--- src/rtl/subleq_mem_arbiter.sv ---
// Two-master arbiter in front of the single-ported SUBLEQ word memory.
// Port 0 is the controller/datapath master, port 1 the loader/debug master.
// Both masters and the memory slave use a 4-phase req/ack handshake.
//
// Ports:
//   clk, areset             clock, synchronous active-high reset
//   req0/we0/addr0/wdata0   port 0 request bundle, ack0 returned to it
//   req1/we1/addr1/wdata1   port 1 request bundle, ack1 returned to it
//   lock1                   port 1 keeps the bus across back-to-back transfers
//   rdata                   memory read data broadcast to both masters
//   mem_req/we/addr/wdata   request bundle towards the memory slave
//   mem_ack, mem_rdata      memory slave response
//   grant, busy             one-hot current owner, and grant != 0
module subleq_mem_arbiter #(
   parameter int unsigned WORD_BITS      = 16,
   parameter bit          FIXED_PRIORITY = 1'b0
) (
   input  logic                 clk,
   input  logic                 areset,
   input  logic                 req0,
   input  logic                 we0,
   input  logic [WORD_BITS-1:0] addr0,
   input  logic [WORD_BITS-1:0] wdata0,
   output logic                 ack0,
   input  logic                 req1,
   input  logic                 we1,
   input  logic [WORD_BITS-1:0] addr1,
   input  logic [WORD_BITS-1:0] wdata1,
   input  logic                 lock1,
   output logic                 ack1,
   output logic [WORD_BITS-1:0] rdata,
   output logic                 mem_req,
   output logic                 mem_we,
   output logic [WORD_BITS-1:0] mem_addr,
   output logic [WORD_BITS-1:0] mem_wdata,
   input  logic                 mem_ack,
   input  logic [WORD_BITS-1:0] mem_rdata,
   output logic [1:0]           grant,
   output logic                 busy
);

   typedef enum logic [1:0] {
      ST_IDLE    = 2'd0,
      ST_GRANT   = 2'd1,
      ST_ACKED   = 2'd2,
      ST_RELEASE = 2'd3
   } state_e;

   state_e state_q, state_d;
   logic   owner_q, owner_d;
   logic   last_q,  last_d;
   logic   req_own;
   logic   winner;

   // Request of whichever port currently owns the bus.
   assign req_own = owner_q ? req1 : req0;

   // Tie-break: fixed priority favours port 0, round-robin favours the port
   // that did not complete the previous transaction.
   always_comb begin
      if (req0 && req1) begin
         winner = FIXED_PRIORITY ? 1'b0 : ~last_q;
      end else begin
         winner = req1;
      end
   end

   // State, owner and last-served registers.
   always_ff @(posedge clk) begin
      if (areset) begin
         state_q <= ST_IDLE;
         owner_q <= 1'b0;
         last_q  <= 1'b1;
      end else begin
         state_q <= state_d;
         owner_q <= owner_d;
         last_q  <= last_d;
      end
   end

   // Next-state logic and bus mux.
   always_comb begin
      state_d   = state_q;
      owner_d   = owner_q;
      last_d    = last_q;
      grant     = 2'b00;
      mem_req   = 1'b0;
      mem_we    = 1'b0;
      mem_addr  = '0;
      mem_wdata = '0;
      ack0      = 1'b0;
      ack1      = 1'b0;

      case (state_q)
         ST_IDLE: begin
            if (req0 || req1) begin
               owner_d = winner;
               state_d = ST_GRANT;
            end
         end
         ST_GRANT: begin
            // A locked port 1 may sit here between transfers with req1 low;
            // anyone else dropping req before ack abandons the grant.
            if (mem_ack) begin
               state_d = ST_ACKED;
            end else if (!req_own && !(owner_q && lock1)) begin
               state_d = ST_IDLE;
            end
         end
         ST_ACKED: begin
            if (!req_own && !mem_ack) begin
               state_d = ST_RELEASE;
            end
         end
         ST_RELEASE: begin
            last_d  = owner_q;
            state_d = (owner_q && lock1) ? ST_GRANT : ST_IDLE;
         end
         default: state_d = ST_IDLE;
      endcase

      if (state_q != ST_IDLE) begin
         grant     = owner_q ? 2'b10 : 2'b01;
         mem_req   = req_own && ((state_q == ST_GRANT) || (state_q == ST_ACKED));
         mem_we    = owner_q ? we1 : we0;
         mem_addr  = owner_q ? addr1 : addr0;
         mem_wdata = owner_q ? wdata1 : wdata0;
         ack0      = ~owner_q & mem_ack;
         ack1      = owner_q & mem_ack;
      end
   end

   assign busy  = |grant;
   assign rdata = mem_rdata;

endmodule

--- config.mk ---
export PLATFORM = sky130hd
export DESIGN_NAME = subleq_mem_arbiter
export DESIGN_NICKNAME = d
export VERILOG_FILES = /design/src/rtl/subleq_mem_arbiter.sv
export SDC_FILE = /design/constraint.sdc
export NUM_CORES = 1
export LEC_CHECK = 0
export CAP_MARGIN = 20
export CORE_MARGIN = 2
export CORE_UTILIZATION = 35
export CTS_CLUSTER_SIZE = 40
export DETAILED_ROUTE_END_ITERATION = 6
export DONT_BUFFER_PORTS = 1
export PLACE_DENSITY_LB_ADDON = 0.05
export SYNTH_ARGS = -nofsm -noshare
export SYNTH_HDL_FRONTEND = slang
export SYNTH_SLANG_ARGS = --single-unit
--- constraint.sdc ---
create_clock -name clk -period 2 [get_ports clk]
set_input_delay 0.4 -clock clk [delete_from_list [all_inputs] [get_ports clk]]
set_output_delay 0.4 -clock clk [all_outputs]
set_load 0.005 [all_outputs]
# Word-level counts from Yosys, hierarchy flattened
# Cells that the tools add are included.
dict set report totals {
  regBits 4
  latchBits 0
  ramBits 0
  rom_bits 0
  input_bits 88
  output_inout_bits 55
  wordCells 47
  memories 0
}
dict set report op_classes {
  n_addsub 0
  n_mul 0
  div_mod_pow 0
  n_lt_le_gt_ge 0
  eq_ne 6
  n_shift 0
  mux 19
  bitwise 4
  n_reduce_logical 15
}
# operator n
set ops {}
lappend ops {{$mux W16} 4}
lappend ops {{$mux W2} 6}
lappend ops {{$mux W1} 8}
lappend ops {{$pmux W2 S4} 1}
lappend ops {{$logic_and A1 B1 Y1} 5}
lappend ops {{$eq A2 B2 Y1 const B} 2}
lappend ops {{$ne A2 B2 Y1 const B} 2}
lappend ops {{$logic_not A1 Y1} 3}
lappend ops {{$ne A3 B3 Y1 const B} 1}
lappend ops {{$reduce_and A3 Y1} 1}
lappend ops {{$and A1 B1 Y1} 2}
lappend ops {{$eq A2 B1 Y1 const B} 1}
lappend ops {{$logic_not A2 Y1} 1}
lappend ops {{$logic_or A1 B1 Y1} 2}
lappend ops {{$not A1 Y1} 2}
lappend ops {{$reduce_and A2 Y1} 1}
lappend ops {{$reduce_bool A2 Y1} 1}
lappend ops {{$reduce_or A2 Y1} 1}

# Depth between registers and ports, before layout
# Gate-level depths: netlist of run 1.
dict set report logic_depth {
  word_depth 6
  ltp_mapped 6
  ltp_nobuf 6
}

# Least setup slack after synthesis of run 1
# Ideal clock, no wire load.
dict set report synth_timing {
  path_type {register -> output}
  from {reg state_q[0]}
  to {out mem_addr[10]}
  arrival_time_ps 1289
  required_ps 1600
  path_slack_ps 311
  path_stages_with_launch 6
  n_path_buf 2
  path_cell_list {dfxtp_1 -> inv_1 -> ha_1 -> clkbuf_1 -> clkbuf_1 -> nor2_1}
}
dict set report synth_via {
  elab_chain_len 2
}
# item line_no
set synth_rtl {}
lappend synth_rtl {{from (decl)} 49} ;# state_e state_q, state_d;
lappend synth_rtl {{from (signal assigned)} 75} ;# state_q <= state_d;
lappend synth_rtl {{$reduce_bool A2 Y1} 122} ;# if (state_q != ST_IDLE) begin
lappend synth_rtl {{$mux W16} 122}
lappend synth_rtl {{to (decl)} 34} ;# output logic [WORD_BITS-1:0] mem_addr,
# No other way between the ends.

# Final worst setup path of run 1
dict set report layout_timing {
  from {reg state_q[0]}
  to {out ack1}
}
dict set report layout_via {
  elab_chain_len 2
}
# item line_no
set layout_rtl {}
lappend layout_rtl {{$reduce_bool A2 Y1} 122}
lappend layout_rtl {{$mux W1} 122}
lappend layout_rtl {{to (decl)} 30} ;# output logic ack1,
# No other way between the ends.

==> flow_metrics.env, run 1 <==
export IMPL_drv_cap=0
export IMPL_cts_max_level=1
export IMPL_synth_area_um2=955.9
export IMPL_drive_gt1_frac=0.09735
export IMPL_slew_headroom=0.8027
export IMPL_design_portCount=143
export IMPL_cts_hold_buf=0
export IMPL_fin_crit_sh=0.9060
export IMPL_p_switching_uw=287.4
export IMPL_place_congestion=0.7352
export IMPL_grt_max_degree=28
export IMPL_die_x_um=56.26
export IMPL_nNetsFinal=208
export IMPL_rows=18
export IMPL_swShare=0.4663
export IMPL_routed_wl_mm=2.477
export IMPL_hp_start="areset"
export IMPL_r2r_start="state_q[0]$_SDFFE_PP0P_"
export IMPL_pwr_share_clk=0.160
export IMPL_cp_startpoint="state_q[0]$_SDFFE_PP0P_"
export IMPL_use_met1=0.1602
export IMPL_clk_latency_ps=230
export IMPL_die_area_mm2=0.003165
export IMPL_wire_per_inst_um=17.32
export IMPL_p_int_uw=328.9
export IMPL_cts_max_path_buffers=2
export IMPL_via_count=834
export IMPL_avgSynthCellArea_um2=7.353
export IMPL_use_met3=0.04608
export IMPL_drt_iter0_markers=48
export IMPL_status="complete, no violations"
export IMPL_finalCriticalPeriod_ps=1812
export IMPL_synthCells=130
export IMPL_fmax_mhz=551.9
export IMPL_cp_max_fo=24
export IMPL_drt_antenna_violating_nets=0
export IMPL_core_area_mm2=0.002522
export IMPL_first_global_vias=781
export IMPL_routed_via_density=5.832
export IMPL_timing_worst_setup_path_type="register to output pin"
export IMPL_synth_fp_nets=223
export IMPL_cts_sinks=4
export IMPL_rsz0062_at_grt="false"
export IMPL_tns_ps=0
export IMPL_start_util=0.3790
export IMPL_die_h_um=56.26
export IMPL_use_met2=0.2655
export IMPL_power_density_mw_per_mm2=681.3
export IMPL_arrival_ps=1410
export IMPL_seq_power_share=0.176
export IMPL_io_buffers=0
export IMPL_ir_drop_uv=357.9
export IMPL_worst_setup_path_start_kind="register"
export IMPL_final_hold_viol_count=0
export IMPL_p_leak_nw=0.3492
export IMPL_tightest_slew_ps=295.9
export IMPL_dp_hpwl_mm=2.072
export IMPL_drc=0
export IMPL_antennaDiodeCount=0
export IMPL_syn_to_final_growth_pct=-5.366
export IMPL_clk_pin_slew_ps=40
export IMPL_cts_tree="yes"
export IMPL_clk_root_buffer_cell="clkbuf_4"
export IMPL_antenna_found_initial=0
export IMPL_setup_viol=0
export IMPL_finalMaxSlewViolations=0
export IMPL_grtUsageTotal=0.1469
export IMPL_firstDrtPassIters=4
export IMPL_r2r_slack_ps=480
export IMPL_synth_cell_type_count=26
export IMPL_fin_util=0.3586
export IMPL_clock_skew_final_ps=1.325
export IMPL_grt_pass1_wl_mm=3.822
export IMPL_crit_path_end_kind="output pin"
export IMPL_grt_remaining_overflow=0
export IMPL_worstHoldPathType="input port to register"
export IMPL_ys_seq_area_frac=0.08377
export IMPL_fillers=270
export IMPL_critPathRequiredTime_ps=1600
export IMPL_ys_ff_latch=4
export IMPL_pwr_share_comb=0.664
export IMPL_busiest_layer="met2"
export IMPL_numCtsBuffers=3
export IMPL_ys_warn_count=0
## area by class of cell
| type | count | area [um2] | area share |
|---|---|---|---|
| timing repair buffer | 5 | 53.80 | 0.05947 |
| multi-input combinational | 97 | 694.4 | 0.7676 |
| inverter | 4 | 15.01 | 0.01660 |
| clock buffer | 3 | 22.52 | 0.02490 |
| sequential | 4 | 81.33 | 0.08990 |
| tap | 30 | 37.54 | 0.04149 |
## cells in the final DEF, fill, tap and decap left out, types with 2 or more instances in the layout
master	count
inv_1	4
dfxtp_1	3
mux2i_1	34
and3_1	2
o21ai_0	2
clkbuf_4	3
nor2b_1	2
ha_1	5
buf_4	3
nor2_1	35
nand2_1	4
## power by group through the flow
stage | Combinational (mW) | Clock [mW] | Sequential [mW]
6_report | 0.409 | 0.0985 | 0.109
4_1_cts | 0.413 | 0.106 | 0.109
3_5_place_dp | 0.412 | 0 | 0.110
2_1_floorplan | 0.365 | 0 | 0.0989
5_1_grt | 0.457 | 0.111 | 0.112
3_3_place_gp | 0.409 | 0 | 0.109
## final timing paths
path | end | depth (start not counted)
max | ack1 | 5
min | owner_q$_SDFFE_PP0P_ | 1
max reg2reg | state_q[0]$_SDFFE_PP0P_ | 6
min reg2reg | last_q$_SDFFE_PP1N_ | 2
## cell usage after synthesis
cell type,instances,area (um2)
a21o_1,1,7.510
a211oi_1,1,7.510
o21ai_0,2,10.01
a21oi_2,1,8.760
buf_4,16,120.1
ha_1,5,62.56
or3b_1,1,8.760
nor2b_1,2,12.51
dfxtp_1,4,80.08
nand2b_1,1,6.260
a21oi_1,1,5.000
inv_1,4,15.01
a221oi_2,1,15.01
nand2_1,4,15.01
o32a_1,1,10.01
buf_6,1,11.26
mux2i_1,34,340.3
nand3b_1,1,7.510
and3_1,2,12.51
buf_2,4,20.02
clkbuf_1,4,15.01
nor3b_1,1,7.510
mux2_1,1,11.26
a32oi_1,1,8.760
nor2_1,35,131.4
a31oi_1,1,6.260
## cell families (layout without fill, tap and decap cells)
kind of cell | count (synthesis) | count (layout) | synth area share
AOI/OAI and AO/OA | 10 | 10 | 0.08247
adders and majority gates | 5 | 5 | 0.06545
buffers and inverters | 29 | 12 | 0.1898
DFF | 4 | 4 | 0.08377
muxes | 35 | 35 | 0.3678
and+or+nand+nor | 47 | 47 | 0.2107
## metal layers
metal	vias to the layer above	wire, um
li1	390	-
met5	-	0
met4	0	25
met3	6	318
met2	74	1291
met1	364	841
## per-stage QoR
| step | hold slack (ps) | power [mW] | setup slack (ps) | std cells | instance area [um2] |
|---|---|---|---|---|---|
| after detailed placement | 467.7 | 0.5225 | 369.5 | 140 | 878.3 |
| after CTS | 215.5 | 0.6285 | 119.3 | 143 | 900.9 |
| after floorplan | 442.3 | 0.4639 | 310.8 | 130 | 955.9 |
| final | 228.0 | 0.6163 | 188.0 | 143 | 904.6 |
| after global placement | 472.7 | 0.5188 | 445.5 | 140 | 878.3 |
| after global routing | 215.8 | 0.6798 | 36.34 | 143 | 904.6 |
## timing repair
| item | 4_1_cts | 5_1_grt |
|---|---|---|
| setup endpoints to repair | 0 | 2 |
| gates resized for setup | 0 | 1 |
| setup buffers | 0 | 0 |
## critical path, stage by stage (launching register included)
cell and delay (ps):
dfxtp_1 370, inv_1 110, ha_1 240, buf_6 170, inv_1 90, and3_1 190
Note: power is estimated with default switching activity, not from simulation.
==> run 2, diff against run 1 <==
Settings changed: ABC_AREA set to 1, CORE_AREA set to 2 2 54 56, CORE_MARGIN 2 to not set, CORE_UTILIZATION 35 to not set, DIE_AREA set to 0 0 56 58.
==> run 2 against run 1 <==
  * Highest routed layer unchanged
  * Routed wire length is 12% higher
  * Non-clock buffer count decreased by 2
  * Critical endpoint is now mem_wdata[1]
  * Clock skew is essentially flat
  * Area after synthesis fell by 16%
  * Synthesized cell count shrank 14%
  * First-iteration DRC count fell by 40%
  * Final cell count down 12%
==> flow_metrics.env, run 2 <==
export IMPL_first_global_vias=732
export IMPL_final_cell_mix="a22o_1 (33), nand2_1 (12), inv_1 (11)"
export IMPL_synth_top_area_frac=0.3581
export IMPL_slowest_delay_ps=300
export IMPL_worst_setup_path_start_kind="register"
export IMPL_wire_per_inst_um=21.94
export IMPL_hold_path_depth=1
export IMPL_synth_edf_count=0
export IMPL_r2r_start="state_q[0]$_SDFFE_PP0P_"
export IMPL_drv_cap=0
export IMPL_io_buffers=0
export IMPL_reg2reg_depth=8
export IMPL_finalMaxSlewViolations=0
export IMPL_cts_max_path_buffers=2
export IMPL_final_hold_viol_count=0
export IMPL_synth_top_flop_cell="dfxtp_1"
export IMPL_crit_slowest_cell="dfxtp_1"
export IMPL_clock_skew_final_ps=1.004
export IMPL_synth_async_sr_flop_share=0
export IMPL_drive_gt1_frac=0.1368
export IMPL_numCtsBuffers=3
export IMPL_whs_ps=232.6
export IMPL_critPathRequiredTime_ps=1600
export IMPL_fin_crit_sh=0.9404
export IMPL_ys_warn_count=0
export IMPL_place_congestion=0.8508
export IMPL_grtUsageTotal=0.1496
export IMPL_hp_start="areset"
export IMPL_synth_area_um2=807.0
export IMPL_antennaDiodeCount=0
export IMPL_setup_viol=0
export IMPL_cts_hold_buf=0
export IMPL_firstDrtPassIters=4
export IMPL_clk_pin_slew_ps=40
export IMPL_drt_iter0_markers=29
export IMPL_fmax_mhz=531.7
export IMPL_crit_path_end_kind="output pin"
export IMPL_tns_ps=0
export IMPL_clk_root_buffer_cell="clkbuf_4"
export IMPL_cts_tree="yes"
export IMPL_ir_drop_uv=531.1
export IMPL_synth_fp_nets=205
export IMPL_worstHoldPathType="input port to register"
export IMPL_status="complete, no violations"
export IMPL_layout_commonest_cell="a22o_1"
export IMPL_synth_area_top_cells="a22o_1 (36%), buf_4 (15%), dfxtp_1 (9.9%)"
export IMPL_avgSynthCellArea_um2=7.206
export IMPL_synth_cell_type_count=18
export IMPL_clk_latency_ps=240
export IMPL_design_portCount=143
export IMPL_path_buf_inv=4
export IMPL_p_leak_nw=0.3596
export IMPL_critical_path_top_delay_family="buffers and inverters"
export IMPL_timing_worst_setup_path_type="register to output pin"
export IMPL_die_x_um=56
export IMPL_drc=0
export IMPL_syn_to_final_growth_pct=-4.806
export IMPL_grt_max_degree=35
export IMPL_tightest_slew_ps=388.8
export IMPL_core_area_mm2=0.002663
export IMPL_r2r_slack_ps=700
export IMPL_routed_wl_mm=2.765
export IMPL_start_util=0.3031
export IMPL_ys_seq_area_frac=0.09922
export IMPL_fillers=301
export IMPL_die_h_um=58
export IMPL_antenna_found_initial=0
export IMPL_rows=19
export IMPL_cts_max_level=1
export IMPL_arrival_ps=1480
export IMPL_grt_pass1_wl_mm=3.781
export IMPL_synthCells=112
export IMPL_hold_end="state_q[0]$_SDFFE_PP0P_"
export IMPL_grt_remaining_overflow=0
export IMPL_die_area_mm2=0.003248
export IMPL_post_cts_setup_buffers=0
export IMPL_rsz0062_at_grt="false"
export IMPL_synth_commonest_cells="a22o_1 (33), buf_4 (16), nand2_1 (12)"
export IMPL_power_density_mw_per_mm2=1568
export IMPL_cts_sinks=4
export IMPL_routed_via_density=6.040
export IMPL_ys_ff_latch=4
export IMPL_drt_antenna_violating_nets=0
export IMPL_cp_cell_sequence="inv_1 -> ha_4 -> inv_2 -> nand2_2 -> inv_2 -> buf_12 -> a22o_1"
export IMPL_via_count=761
export IMPL_cp_max_fo=34
export IMPL_nNetsFinal=190
export IMPL_dp_hpwl_mm=2.374
export IMPL_synth_largest_area_cell="a22o_1"
export IMPL_finalCriticalPeriod_ps=1881
export IMPL_slew_headroom=0.7404
export IMPL_crit_top_cell="inv_2"
export IMPL_synth_most_common_cell="a22o_1"
[run 2: cell types whose count changed after synthesis, sizes merged, moves of 2 or more]
cell	before	now
a22o	0	33
and3	2	0
buf	21	23
clkbuf	4	0
inv	4	13
mux2i	34	0
nand2	4	14
nand3	0	6
nand4	0	2
nor2	35	6
nor2b	2	0
[run 2: final cells by class]
| type | instances | area [um2] | area share |
|---|---|---|---|
| clock buffers | 3 | 22.52 | 0.02932 |
| multi-input cells | 72 | 529.3 | 0.6889 |
| inverters | 13 | 48.80 | 0.06352 |
| repair buffers | 3 | 47.55 | 0.06189 |
| flip-flops and latches | 4 | 81.33 | 0.1059 |
| well taps | 31 | 38.79 | 0.05049 |
[run 2: per-layer routing]
layer	wire length (um)	track usage
met5	0	0
met4	23	0.04422
met3	296	0.05134
met2	1559	0.2908
met1	885	0.1502
[run 2: cells by family after synthesis]
logic type / Yosys count / synth area share
flip-flops: 4 / 0.09923
AND/OR/NAND/NOR: 29 / 0.1705
buffers and inverters: 36 / 0.2605
adder cells (fa/ha/maj): 5 / 0.07752
AO/OA/AOI/OAI: 38 / 0.3923
[run 2: timing repair]
item,in CTS,in global routing
pin swaps,1,0
setup endpoints to repair,2,33
gates resized for setup,1,2
[run 2: per-stage QoR]
stage	cells	cell area, um2	setup slack, ps	power [mW]	util
3_3_place_gp	123	732.0	291.2	1.071	0.2749
6_report	126	768.2	119.2	1.205	0.2885
3_5_place_dp	123	732.0	253.3	1.072	0.2749
2_1_floorplan	112	807.0	266.7	0.9011	-
5_1_grt	126	768.2	18.60	1.316	0.2885
4_1_cts	126	757.0	44.13	1.188	0.2843
[run 2: worst register-to-register path: cells and delay by family (launching register included)]
| kind | cells | cell delay, ps |
|---|---|---|
| fa+ha+maj | 1 | 230 |
| buf+inv | 2 | 190 |
| simple gates | 4 | 320 |
| compound gates | 1 | 190 |
| flops | 1 | 300 |
[run 2: report_power, final]
group	switching, mW	internal, mW	total (mW)
Combinational	0.531	0.436	0.967
Clock	0.0351	0.0673	0.102
Sequential	0.0268	0.108	0.135
Total	0.593	0.612	1.20
[run 2: how the worst max path moves through the flow]
stage | from | endpoint | slack (ps) | cells past startpoint
5_1_grt | register | mem_wdata[4] | 20 | 7
6_report | state_q[0]$_SDFFE_PP0P_ | mem_wdata[1] | 120 | 7
3_3_place_gp | register | mem_wdata[1] | 290 | 7
2_1_floorplan | state_q[0]$_SDFFE_PP0P_ | mem_addr[10] | 270 | 7
4_1_cts | register | mem_wdata[1] | 40 | 7
3_5_place_dp | register | mem_wdata[1] | 250 | 7
